==> config.mk <==
export PLATFORM = sky130hd
export DESIGN_NAME = argmax_chunk_sched
export DESIGN_NICKNAME = d
export VERILOG_FILES = /design/src/rtl/argmax_chunk_sched.sv
export SDC_FILE = /design/constraint.sdc
export NUM_CORES = 1
export LEC_CHECK = 0
export BUFFER_PORTS_ARGS = -buffer_cell sky130_fd_sc_hd__buf_4
export CAP_MARGIN = 20
export CORE_MARGIN = 2
export CORE_UTILIZATION = 35
export CTS_BUF_LIST = sky130_fd_sc_hd__clkbuf_8
export DETAILED_ROUTE_END_ITERATION = 6
export PLACE_DENSITY = 0.6
export SKIP_CTS_REPAIR_TIMING = 1
export SYNTH_ARGS = -nofsm -noshare
export SYNTH_HDL_FRONTEND = slang
export SYNTH_SLANG_ARGS = --single-unit
==> constraint.sdc <==
create_clock -name clk -period 3.11 [get_ports clk]
set_input_delay 0.4665 -clock clk [delete_from_list [all_inputs] [get_ports clk]]
set_output_delay 0.4665 -clock clk [all_outputs]
set_load 0.1 [all_outputs]
==> src/rtl/argmax_chunk_sched.sv <==
// argmax_chunk_sched
// Packs a frame of NUM_CLASSES byte scores into NUM_IN-byte chunks and runs
// each chunk through one shared external max_byte_index tree. It merges the
// per-chunk winners into a running maximum, where the later class wins ties.
// It then presents the frame's winning class and score on the m_* handshake.
// Optional build macro ARGMAX_SCHED_WDOG_EN: aborts a frame when the tree does
// not answer within WDOG_CYC cycles and raises a sticky err. Without it, err is 0.
module argmax_chunk_sched #(
   parameter  int NUM_CLASSES = 43,
   parameter  int NUM_IN      = 8,
   parameter  int BYTE_W      = 8,
   parameter  int TREE_LAT    = 4,
   parameter  int WDOG_CYC    = 16,
   localparam int IDX_W       = $clog2(NUM_IN),
   localparam int CLS_W       = $clog2(NUM_CLASSES)
) (
   input  logic                     clk,
   input  logic                     rst_n,
   input  logic                     s_valid,
   output logic                     s_ready,
   input  logic [BYTE_W-1:0]        s_data,
   output logic                     t_valid,
   output logic [NUM_IN*BYTE_W-1:0] t_data,
   input  logic                     t_o_valid,
   input  logic [IDX_W-1:0]         t_max_idx,
   output logic                     m_valid,
   input  logic                     m_ready,
   output logic [CLS_W-1:0]         m_class,
   output logic [BYTE_W-1:0]        m_score,
   output logic                     err
);

   localparam int NCHUNK = (NUM_CLASSES + NUM_IN - 1) / NUM_IN;
   localparam int LAST_N = NUM_CLASSES - (NCHUNK - 1) * NUM_IN;
   localparam int CH_W   = (NCHUNK > 1) ? $clog2(NCHUNK) : 1;

   // The tree latency must match its width, and the watchdog must outlast a
   // normal tree round trip or every frame would be aborted.
   if (TREE_LAT != IDX_W + 1 || WDOG_CYC <= TREE_LAT) begin : g_param_check
      $error("argmax_chunk_sched: inconsistent TREE_LAT / WDOG_CYC");
   end

   typedef enum logic [2:0] {FILL, ISSUE, WAIT, MERGE, OUT} state_t;

   state_t                  state, state_nxt;
   logic [CH_W-1:0]         chunk_cnt;
   logic [IDX_W-1:0]        lane_cnt;
   logic [IDX_W-1:0]        cap_idx;
   logic [BYTE_W-1:0]       buffer [NUM_IN];
   logic [BYTE_W-1:0]       run_val;
   logic [CLS_W-1:0]        run_cls;
   logic                    last_chunk;
   logic                    chunk_full;
   logic                    wdog_trip;
   logic                    padded_win;
   logic [IDX_W-1:0]        cand_idx;
   logic [BYTE_W-1:0]       cand_val;
   logic [CLS_W:0]          cand_cls;

   assign last_chunk = (chunk_cnt == CH_W'(NCHUNK - 1));
   assign chunk_full = last_chunk ? (lane_cnt == IDX_W'(LAST_N - 1))
                                  : (lane_cnt == IDX_W'(NUM_IN - 1));
   assign m_class    = run_cls;
   assign m_score    = run_val;

   // State register.
   // NOTE: clocked blocks use non-blocking assignments so every flop samples pre-edge values.
   always_ff @(posedge clk or negedge rst_n) begin
      if (!rst_n) state <= FILL;
      else        state <= state_nxt;
   end

   // Next-state and handshake outputs.
   // NOTE: every output gets a default before the case, so no path infers a latch.
   always_comb begin
      state_nxt = state;
      s_ready   = 1'b0;
      t_valid   = 1'b0;
      m_valid   = 1'b0;
      case (state)
         FILL: begin
            s_ready = 1'b1;
            if (s_valid && chunk_full) state_nxt = ISSUE;
         end
         ISSUE: begin
            t_valid   = 1'b1;
            state_nxt = WAIT;
         end
         WAIT: begin
            if (t_o_valid)      state_nxt = MERGE;
            else if (wdog_trip) state_nxt = FILL;
         end
         MERGE: state_nxt = last_chunk ? OUT : FILL;
         OUT: begin
            m_valid = 1'b1;
            if (m_ready) state_nxt = FILL;
         end
         default: state_nxt = FILL;
      endcase
   end

   // Flatten the chunk buffer onto the tree data bus.
   always_comb begin
      t_data = '0;
      for (int k = 0; k < NUM_IN; k++) t_data[k*BYTE_W +: BYTE_W] = buffer[k];
   end

   // Candidate from the captured tree index. A padded lane can only win when
   // every real lane is 0, so it maps to the rightmost real lane with value 0.
   always_comb begin
      padded_win = (LAST_N < NUM_IN) && last_chunk && (32'(cap_idx) >= LAST_N);
      cand_idx   = cap_idx;
      cand_val   = buffer[cap_idx];
      if (padded_win) begin
         cand_idx = IDX_W'(LAST_N - 1);
         cand_val = '0;
      end
      cand_cls = (CLS_W+1)'(chunk_cnt) * (CLS_W+1)'(NUM_IN) + (CLS_W+1)'(cand_idx);
   end

   // Datapath: fill lanes, capture the tree index, merge into the running max.
   // NOTE: the buffer is only NUM_IN bytes and padded lanes must read as 0, so it is reset like plain flops.
   always_ff @(posedge clk or negedge rst_n) begin
      if (!rst_n) begin
         chunk_cnt <= '0;
         lane_cnt  <= '0;
         cap_idx   <= '0;
         run_val   <= '0;
         run_cls   <= '0;
         for (int k = 0; k < NUM_IN; k++) buffer[k] <= '0;
      end else begin
         case (state)
            FILL: begin
               if (s_valid) begin
                  buffer[lane_cnt] <= s_data;
                  if (!chunk_full) lane_cnt <= lane_cnt + IDX_W'(1);
               end
            end
            WAIT: begin
               if (t_o_valid) begin
                  cap_idx <= t_max_idx;
               end else if (wdog_trip) begin
                  chunk_cnt <= '0;
                  lane_cnt  <= '0;
                  for (int k = 0; k < NUM_IN; k++) buffer[k] <= '0;
               end
            end
            MERGE: begin
               if (chunk_cnt == '0 || cand_val >= run_val) begin
                  run_val <= cand_val;
                  run_cls <= CLS_W'(cand_cls);
               end
               if (!last_chunk) begin
                  chunk_cnt <= chunk_cnt + CH_W'(1);
                  lane_cnt  <= '0;
               end
               // Start the next chunk from zeros so unused last-chunk lanes are 0.
               for (int k = 0; k < NUM_IN; k++) buffer[k] <= '0;
            end
            OUT: begin
               if (m_ready) begin
                  chunk_cnt <= '0;
                  lane_cnt  <= '0;
               end
            end
            default: ;
         endcase
      end
   end

`ifdef ARGMAX_SCHED_WDOG_EN
   localparam int WD_W = (WDOG_CYC > 1) ? $clog2(WDOG_CYC) : 1;

   logic [WD_W-1:0] wdog_cnt;
   logic            err_q;

   assign wdog_trip = (state == WAIT) && !t_o_valid && (wdog_cnt == WD_W'(WDOG_CYC - 1));
   assign err       = err_q;

   // Watchdog: count cycles spent in WAIT; the error stays set until reset.
   always_ff @(posedge clk or negedge rst_n) begin
      if (!rst_n) begin
         wdog_cnt <= '0;
         err_q    <= 1'b0;
      end else begin
         if (state == WAIT) wdog_cnt <= wdog_cnt + WD_W'(1);
         else               wdog_cnt <= '0;
         if (wdog_trip) err_q <= 1'b1;
      end
   end
`else
   assign wdog_trip = 1'b0;
   assign err       = 1'b0;
`endif

endmodule
==> impl_summary.txt, run 1 <==
----------------------------------------------------
[Clock network]
  Root Driver ... sky130_fd_sc_hd__clkbuf_8
  Clock latency reported for the late side of the worst-skew pair ... 0.37 ns
  Clock tree from TritonCTS ... yes
  Clock input transition at the sequential cells of the worst setup and hold paths ... 0.10 ns
  TritonCTS Buffers ... 9
  H-tree lvl count ... 3
  Count of clock tree sinks ... 90
  Maximum count of clock buffers along a single path ... 2

[Logic synthesis]
  Sequential element share of the synthesized area ... 0.484
  Net count after synthesis ... 411
  Yosys warning count ... 0
  Post-synthesis share of cell area spent on and, or, nand and nor gates ... 0.102
  Most used flip-flop cell after synthesis ... sky130_fd_sc_hd__dfrtp_1
  Mapped cell area ... 4650 sq um
  Cell taking the most area after synthesis ... sky130_fd_sc_hd__dfrtp_1
  Async S/R FF share, synth ... 1.00
  Cells after synthesis ... 383
  Mux contribution to synthesized area ... 0.272
  Most used standard cell by instance count after synthesis ... sky130_fd_sc_hd__dfrtp_1
  Combinational family with the most area after synthesis ... multiplexers
  Share of the synthesized area in the top cell type ... 0.484
  Flop and latch count out of synthesis ... 90
  Adder-cell area share of the yosys netlist ... 0.0323
  Unique cell type count in the Yosys netlist ... 50
  Post-synth top cells ... sky130_fd_sc_hd__dfrtp_1 (90), sky130_fd_sc_hd__mux2i_1 (70), sky130_fd_sc_hd__nor2_1 (68)
  XOR/XNOR share of the synthesized area ... 0.00376
  Average size of a mapped cell ... 12.1 sq um
  Area contributors post-synth ... sky130_fd_sc_hd__dfrtp_1 (48%), sky130_fd_sc_hd__mux2i_1 (15%), sky130_fd_sc_hd__nor2_1 (5.5%)
  Compound-gate portion of the synthesized area ... 0.0549
  Count of flip-flops with a built-in enable after synthesis ... 0

[Setup path]
  Type of element launching the critical path ... register
  Path type of the worst setup path ... reg2reg
  Peak fanout along the critical path ... 11
  Arrival time of the worst setup path ... 3.26 ns
  Capturing element type of the critical path ... register
  Required time reported for the critical path endpoint ... 3.37 ns

[Global routing]
  Initial antenna violation count ... 0
  Total routing usage reported by global routing ... 0.186
  Total overflow reported by the global router ... 0
  Largest net degree at the start of global routing ... 45
  Global-route wire length before repair ... 20.0 mm
  Vias in the first global route ... 3,513

[Drt]
  DRC viols ... 0
  Number of DRC markers in iteration 0 ... 160
  Avg Vias per Cell ... 5.09
  Detail Route Antenna Nets ... 0
  Wire length on met3 ... 561 um
  Uppermost signal routing layer after detailed routing ... met4
  Wire length per cell ... 19.3 um
  Met1 wire length ... 5.67 mm
  Post-detailed-routing wire length ... 12.6 mm
  Vias after detailed routing ... 3,325
  Pre-Repair DR Iteration Count ... 4
  Met2 wire length ... 6.22 mm

[Timing]
  Measured slew at the worst slew-check pin ... 0.769 ns
  Final setup skew ... 0.00909 ns
  Fin. max-slew vios ... 0
  Number of endpoints with negative hold slack in the final report ... 0
  Worst slew margin relative to its limit ... 0.486
  Setup repair after global routing missed its margin ... yes
  Max Freq ... 333 MHz
  Share of the clock period used by the worst path ... 0.965
  Worst slack on hold paths ... 0.0875 ns
  Crit path time final ... 3.00 ns
  Final Setup Violations ... 0

[Final layout]
  Proportion of layout cells with a drive suffix above 1 ... 0.426
  Utilization after layout ... 0.444
  Diodes inserted ... 0
  Non-filler instance count after layout ... 653
  Nets ... 500
  Final instance area ... 5840 sq um
  Area Growth Syn to Fin ... 25.5%
  Number of fill cells in the layout ... 1,272

[Placement]
  Count of buffers from port buffering ... 96
  Detail Placement HPWL ... 9.19 mm
  Placed instance area ... 5630 sq um
  Count of placed standard cells including taps ... 637
  Weighted congestion at the end of routability-driven global placement ... 0.858

[Min path]
  Type of the tightest min-delay check ... in2async

[Die]
  Die extent in x ... 119 um
  Initial Utilization ... 0.354
  Total die area ... 14,200 sq um
  Die height ... 119 um
  Top-level port count ... 98
  Placeable core area ... 13,100 sq um
  Site Rows ... 42

[Outcome]
  Run status ... completed

[Run]
  Number of violations of the max-capacitance limit ... 0

----------------------------------------------------
## stage by stage
stage	TNS [ns]	setup WS, ns
5_1_grt	-0.0103	-0.0103
3_3_place_gp	0	0.150
4_1_cts	0	0.0566
6_report	0	0.108
3_5_place_dp	0	0.0734
2_1_floorplan	0	0.00592
## critical path, cell delays in order, from the launching register on
cell and delay (ns):
sky130_fd_sc_hd__dfrtp_2 0.42, sky130_fd_sc_hd__buf_12 0.15, sky130_fd_sc_hd__mux4_1 0.54, sky130_fd_sc_hd__a32o_1 0.30, sky130_fd_sc_hd__ha_1 0.30, sky130_fd_sc_hd__o211ai_1 0.10
sky130_fd_sc_hd__a211o_1 0.34, sky130_fd_sc_hd__a31oi_4 0.19, sky130_fd_sc_hd__buf_4 0.20, sky130_fd_sc_hd__mux2_2 0.34
## sequential cells by signal (all words and copies together) (netlist names)
register	count
m_class	6
chunk_cnt	3
t_data	64
lane_cnt	3
cap_idx	3
m_score	8
state	3
## metal layers
metal,vias to the layer above,GRT usage
li1,1529,-
met1,1695,0.245
met2,87,0.307
met3,14,0.0436
met4,0,0.0544
met5,-,0
## path summary, 6_finish.rpt
check	start	end	slack (ns)	depth (start not counted)
setup / recovery	cap_idx[0]	m_score[5]	0.11	9
hold / removal	rst_n	lane_cnt[1]	0.09	1
setup reg to reg	cap_idx[0]	m_score[5]	0.11	9
hold reg to reg	m_class[5]	m_class[5]	0.51	1
max in group asynchronous	rst_n	t_data[18]	2.23	2
min in group clk	t_max_idx[1]	cap_idx[1]	0.33	2
## cell families (layout without fill, tap and decap cells)
family | Yosys count | in the layout
buf+inv | 49 | 143
mux | 100 | 100
simple gates | 98 | 98
other cells | 1 | 1
fa+ha+maj | 12 | 12
compound gates | 31 | 31
xor+xnor | 2 | 2
flops | 90 | 90
## cells in the final DEF (no fill, tap or decap), drive strengths merged, types with 2 or more instances in the layout
| cell type | count |
|---|---|
| a21oi | 6 |
| a211oi | 3 |
| clkinvlp | 4 |
| clkbuf | 9 |
| mux4 | 16 |
| nand2 | 9 |
| a22o | 2 |
| nand3b | 4 |
| o21ai | 3 |
| mux2i | 70 |
| a211o | 2 |
| a32o | 7 |
| nor2 | 70 |
| buf | 111 |
| inv | 18 |
| a31oi | 2 |
| ha | 12 |
| xnor2 | 2 |
| dfrtp | 90 |
| nor3 | 2 |
| mux2 | 14 |
| nor3b | 3 |
## layout make-up
type                    count  area (sq um)  area share
clock buffers               9           124      0.0212
multi-input cells         244          2170       0.372
inverters                  16          60.1      0.0103
well taps                 176           220      0.0377
flip-flops and latches     90          2310       0.395
repair buffers            111           875       0.150
clock inverters             7          77.6      0.0133
Power of run 1 is not shown: default switching activity piles up to over one toggle a cycle in this logic, so the estimate is an artifact.
==> run 2, diff against run 1 <==
Settings changed: CORE_UTILIZATION 35 to 51, PLACE_DENSITY 0.6 to 0.81.
==> run 2 against run 1 <==
Worst hold slack got worse by 0.0077 ns; final area increased by 0.32%; first-iteration DRC count increased by 72%; via count increased by 4.0%; die area decreased by 30%; worst setup slack got worse by 0.013 ns; fmax decreased by 0.44%; count of clock-buffer cells in the layout increased by 1; critical path type unchanged; largest cell class unchanged.
==> impl_summary.txt, run 2 (synthesized netlist as in run 1, its figures left out) <==
----------------------------------------------------
[Outcome]
  Run status ... completed

[Clock network]
  Clock tree from TritonCTS ... yes
  Maximum count of clock buffers along a single path ... 2
  H-tree lvl count ... 3
  Count of clock tree sinks ... 90
  TritonCTS Buffers ... 9
  Clock latency reported for the late side of the worst-skew pair ... 0.36 ns
  Clock input transition at the sequential cells of the worst setup and hold paths ... 0.10 ns
  Root Driver ... sky130_fd_sc_hd__clkbuf_8

[Drt]
  Avg Vias per Cell ... 5.88
  Number of DRC markers in iteration 0 ... 275
  Post-detailed-routing wire length ... 12.0 mm
  Wire length per cell ... 20.4 um
  Vias after detailed routing ... 3,457
  Pre-Repair DR Iteration Count ... 7
  DRC viols ... 0
  Detail Route Antenna Nets ... 0

[Timing]
  Max Freq ... 332 MHz
  Total Negative Setup Slacks ... 0 ns
  Measured slew at the worst slew-check pin ... 0.710 ns
  Setup repair after global routing missed its margin ... no
  Final Setup Violations ... 0
  Share of the clock period used by the worst path ... 0.970
  Worst slew margin relative to its limit ... 0.525
  Final setup skew ... 0.0105 ns
  Number of endpoints with negative hold slack in the final report ... 0
  Crit path time final ... 3.02 ns
  Fin. max-slew vios ... 0

[Global routing]
  Vias in the first global route ... 3,413
  Total overflow reported by the global router ... 0
  Global-route wire length before repair ... 18.6 mm
  Initial antenna violation count ... 0
  Total routing usage reported by global routing ... 0.245
  Largest net degree at the start of global routing ... 91

[Die]
  Die extent in x ... 99.5 um
  Total die area ... 9900 sq um
  Placeable core area ... 8810 sq um
  Site Rows ... 34
  Initial Utilization ... 0.528
  Top-level port count ... 98
  Die height ... 99.5 um

[Final layout]
  Area used by multi-input combinational logic ... 2180 sq um
  Diodes inserted ... 0
  Most common cell after layout, fill and taps aside ... sky130_fd_sc_hd__buf_4
  Reg area ... 2310 sq um
  Max FFs per register ... 64
  Area Growth Syn to Fin ... 25.9%
  Commonest cells after routing, fill and taps aside ... sky130_fd_sc_hd__buf_4 (108), sky130_fd_sc_hd__mux2i_1 (70), sky130_fd_sc_hd__nor2_1 (68)
  Nets ... 503
  Number of fill cells in the layout ... 626
  Proportion of layout cells with a drive suffix above 1 ... 0.431

[Placement]
  Detail Placement HPWL ... 7.99 mm
  Weighted congestion at the end of routability-driven global placement ... 0.885
  Count of buffers from port buffering ... 96

[Setup path]
  Type of element launching the critical path ... register
  Peak fanout along the critical path ... 7
  Path type of the worst setup path ... reg2reg
  Capturing element type of the critical path ... register
  Worst Reg-to-Reg Cells ... 9
  Required time reported for the critical path endpoint ... 3.37 ns
  Arrival time of the worst setup path ... 3.27 ns

[Run]
  Number of violations of the max-capacitance limit ... 0

[Min path]
  Type of the tightest min-delay check ... in2async

----------------------------------------------------
## run 2: through the flow
stage | hold slack [ns] | std cells | cell area (sq um) | setup WS [ns] | utilization
6_report | 0.0798 | 588 | 5860 | 0.0946 | 0.665
5_1_grt | 0.121 | 588 | 5860 | 0.0197 | 0.665
4_1_cts | 0.331 | 581 | 5760 | 0.0484 | 0.654
3_5_place_dp | 0.491 | 565 | 5500 | 0.0820 | 0.625
3_3_place_gp | 0.472 | 565 | 5500 | 0.197 | 0.625
2_1_floorplan | 0.171 | 383 | 4710 | 0.00592 | -
## run 2: final cells by class
type,count,share of cell area
well taps,108,0.0231
inverters,16,0.0103
multi-input cells,244,0.372
flip-flops and latches,90,0.394
repair buffers,114,0.158
clock inverters,6,0.0194
clock buffers,10,0.0235
## run 2: worst paths after layout
kind / start / to / slack [ns]
max in group asynchronous: rst_n / t_data[6] / 2.38
max: cap_idx[0] / m_score[5] / 0.09
min: rst_n / chunk_cnt[2] / 0.08
min in group clk: t_max_idx[2] / cap_idx[2] / 0.33
min reg2reg: m_class[5] / m_class[5] / 0.52
max reg2reg: cap_idx[0] / m_score[5] / 0.09
## run 2: layer usage
| metal | track usage | share of wire | up-vias |
|---|---|---|---|
| li1 | - | - | 1531 |
| met1 | 0.341 | 0.43 | 1754 |
| met2 | 0.390 | 0.47 | 156 |
| met3 | 0.0457 | 0.075 | 16 |
| met4 | 0.0811 | 0.017 | 0 |
| met5 | 0 | 0 | - |
## run 2: worst max-delay path: stages, from the launching register on
cell	delay, ns
sky130_fd_sc_hd__dfrtp_2	0.43
sky130_fd_sc_hd__buf_12	0.15
sky130_fd_sc_hd__mux4_1	0.55
sky130_fd_sc_hd__a32o_1	0.31
sky130_fd_sc_hd__ha_1	0.30
sky130_fd_sc_hd__o211ai_1	0.09
sky130_fd_sc_hd__a211o_1	0.34
sky130_fd_sc_hd__a31oi_4	0.22
sky130_fd_sc_hd__buf_6	0.17
sky130_fd_sc_hd__mux2_2	0.34
Power of run 2 is left out for the same reason.
==> run 3, diff against run 2 <==
Settings changed: CORE_UTILIZATION 51 to 30, PLACE_DENSITY 0.81 to 0.54.
==> run 3 against run 2 <==
Core utilization is 27 points lower; critical path type unchanged; largest cell class unchanged; first-iteration DRC count is 27% lower; final area up 1.5%; register-to-register slack better by 0.02 ns.
==> impl_summary.txt, run 3 (synthesized netlist as in run 1, its figures left out) <==
----------------------------------------------------
[Final layout]
  Proportion of layout cells with a drive suffix above 1 ... 0.435
  Utilization after layout ... 0.391
  Max FFs per register ... 64
  Diodes inserted ... 0
  Most common cell after layout, fill and taps aside ... sky130_fd_sc_hd__buf_4
  Nets ... 504
  Area Growth Syn to Fin ... 27.7%
  Commonest cells after routing, fill and taps aside ... sky130_fd_sc_hd__buf_4 (110), sky130_fd_sc_hd__mux2i_1 (70), sky130_fd_sc_hd__nor2_1 (68)
  Final instance area ... 5940 sq um

[Min path]
  Type of the tightest min-delay check ... in2async

[Drt]
  Wire length per cell ... 19.9 um
  Vias after detailed routing ... 3,380
  Number of DRC markers in iteration 0 ... 201
  Pre-Repair DR Iteration Count ... 7
  DRC viols ... 0
  Post-detailed-routing wire length ... 13.3 mm
  Detail Route Antenna Nets ... 0
  Avg Vias per Cell ... 5.05

[Global routing]
  Initial antenna violation count ... 0
  Global-route wire length before repair ... 20.4 mm
  Largest net degree at the start of global routing ... 52
  Total overflow reported by the global router ... 0
  Vias in the first global route ... 3,447
  Total routing usage reported by global routing ... 0.166

[Setup path]
  Number of buffer and inverter stages on the critical path ... 2
  Peak per-stage delay on the critical path ... 0.54 ns
  Critical path's most frequent cell ... sky130_fd_sc_hd__buf_12
  Path type of the worst setup path ... reg2reg
  Type of element launching the critical path ... register
  CP cell instances ... buf_12 > mux4_1 > a32o_1 > ha_1 > nand4_1 > a211o_1 > a31oi_4 > buf_12 > mux2_2
  Instance count on the critical path ... 9
  Peak fanout along the critical path ... 10
  Register-to-register setup slack ... 0.11 ns
  Critical-path cell with the highest stage delay ... sky130_fd_sc_hd__mux4_1
  Worst Reg-to-Reg Cells ... 9
  Largest delay contributor family on the critical path ... multiplexers
  Capturing element type of the critical path ... register
  Arrival time of the worst setup path ... 3.25 ns
  Required time reported for the critical path endpoint ... 3.37 ns

[Die]
  Die extent in x ... 129 um
  Site Rows ... 45
  Initial Utilization ... 0.306
  Total die area ... 16,500 sq um
  Placeable core area ... 15,200 sq um
  Top-level port count ... 98
  Die height ... 129 um

[Timing]
  Crit path time final ... 3.00 ns
  Fin. max-slew vios ... 0
  Final Setup Violations ... 0
  Share of the clock period used by the worst path ... 0.964
  Number of endpoints with negative hold slack in the final report ... 0
  Smallest setup slack after layout ... 0.112 ns
  Worst slew margin relative to its limit ... 0.495
  Max Freq ... 334 MHz
  Final setup skew ... 0.00524 ns
  Worst slack on hold paths ... 0.132 ns
  Measured slew at the worst slew-check pin ... 0.755 ns

[Placement]
  Count of buffers from port buffering ... 96
  Weighted congestion at the end of routability-driven global placement ... 0.883
  Placed instance area ... 5650 sq um
  Placement Setup Slack ... 0.0950 ns
  Detail Placement HPWL ... 9.54 mm

[Clock network]
  Clock input transition at the sequential cells of the worst setup and hold paths ... 0.09 ns
  Count of clock tree sinks ... 90
  H-tree lvl count ... 3
  Maximum count of clock buffers along a single path ... 2
  Clock tree from TritonCTS ... yes
  Clock latency reported for the late side of the worst-skew pair ... 0.37 ns
  Root Driver ... sky130_fd_sc_hd__clkbuf_8
  TritonCTS Buffers ... 9

[Run]
  Number of violations of the max-capacitance limit ... 0

[Outcome]
  Run status ... completed

----------------------------------------------------
run 3: changes by cell type in the layout (fill, tap and decap cells not counted), moves of 2 or more:
cell                     before  now
sky130_fd_sc_hd__buf_12       2    4
sky130_fd_sc_hd__buf_4      108  110
sky130_fd_sc_hd__mux4_1       8    6
sky130_fd_sc_hd__mux4_2       8   10
run 3: path summary, 6_finish.rpt:
kind                              startpoint    endpoint
worst max register to register    cap_idx[0]  m_score[7]
worst min register to register    m_class[5]  m_class[5]
worst min-delay path                   rst_n    state[0]
max in group asynchronous              rst_n  t_data[62]
min in group clk                t_max_idx[1]  cap_idx[1]
worst max-delay path              cap_idx[0]  m_score[7]
run 3: final cells by class:
type	instances	area [sq um]
fill	1497	9260
clock buffer	11	151
sequential	90	2310
multi-input combinational	244	2170
tap	188	235
clock inverter	5	101
inverter	16	60.1
timing repair buffer	115	917
run 3: per-layer routing:
metal / GRT usage / routed length, um / vias up
met5: 0 / 0 / -
met4: 0.0339 / 87 / 0
met3: 0.0420 / 799 / 4
li1: - / - / 1535
met2: 0.279 / 6620 / 103
met1: 0.219 / 5820 / 1738
run 3: stage by stage:
step	TNS [ns]	std cells
after floorplan	0	383
after global placement	0	648
after detailed placement	0	648
after CTS	0	664
after global routing	-0.00301	669
final	0	669
Power of run 3 is left out for the same reason.
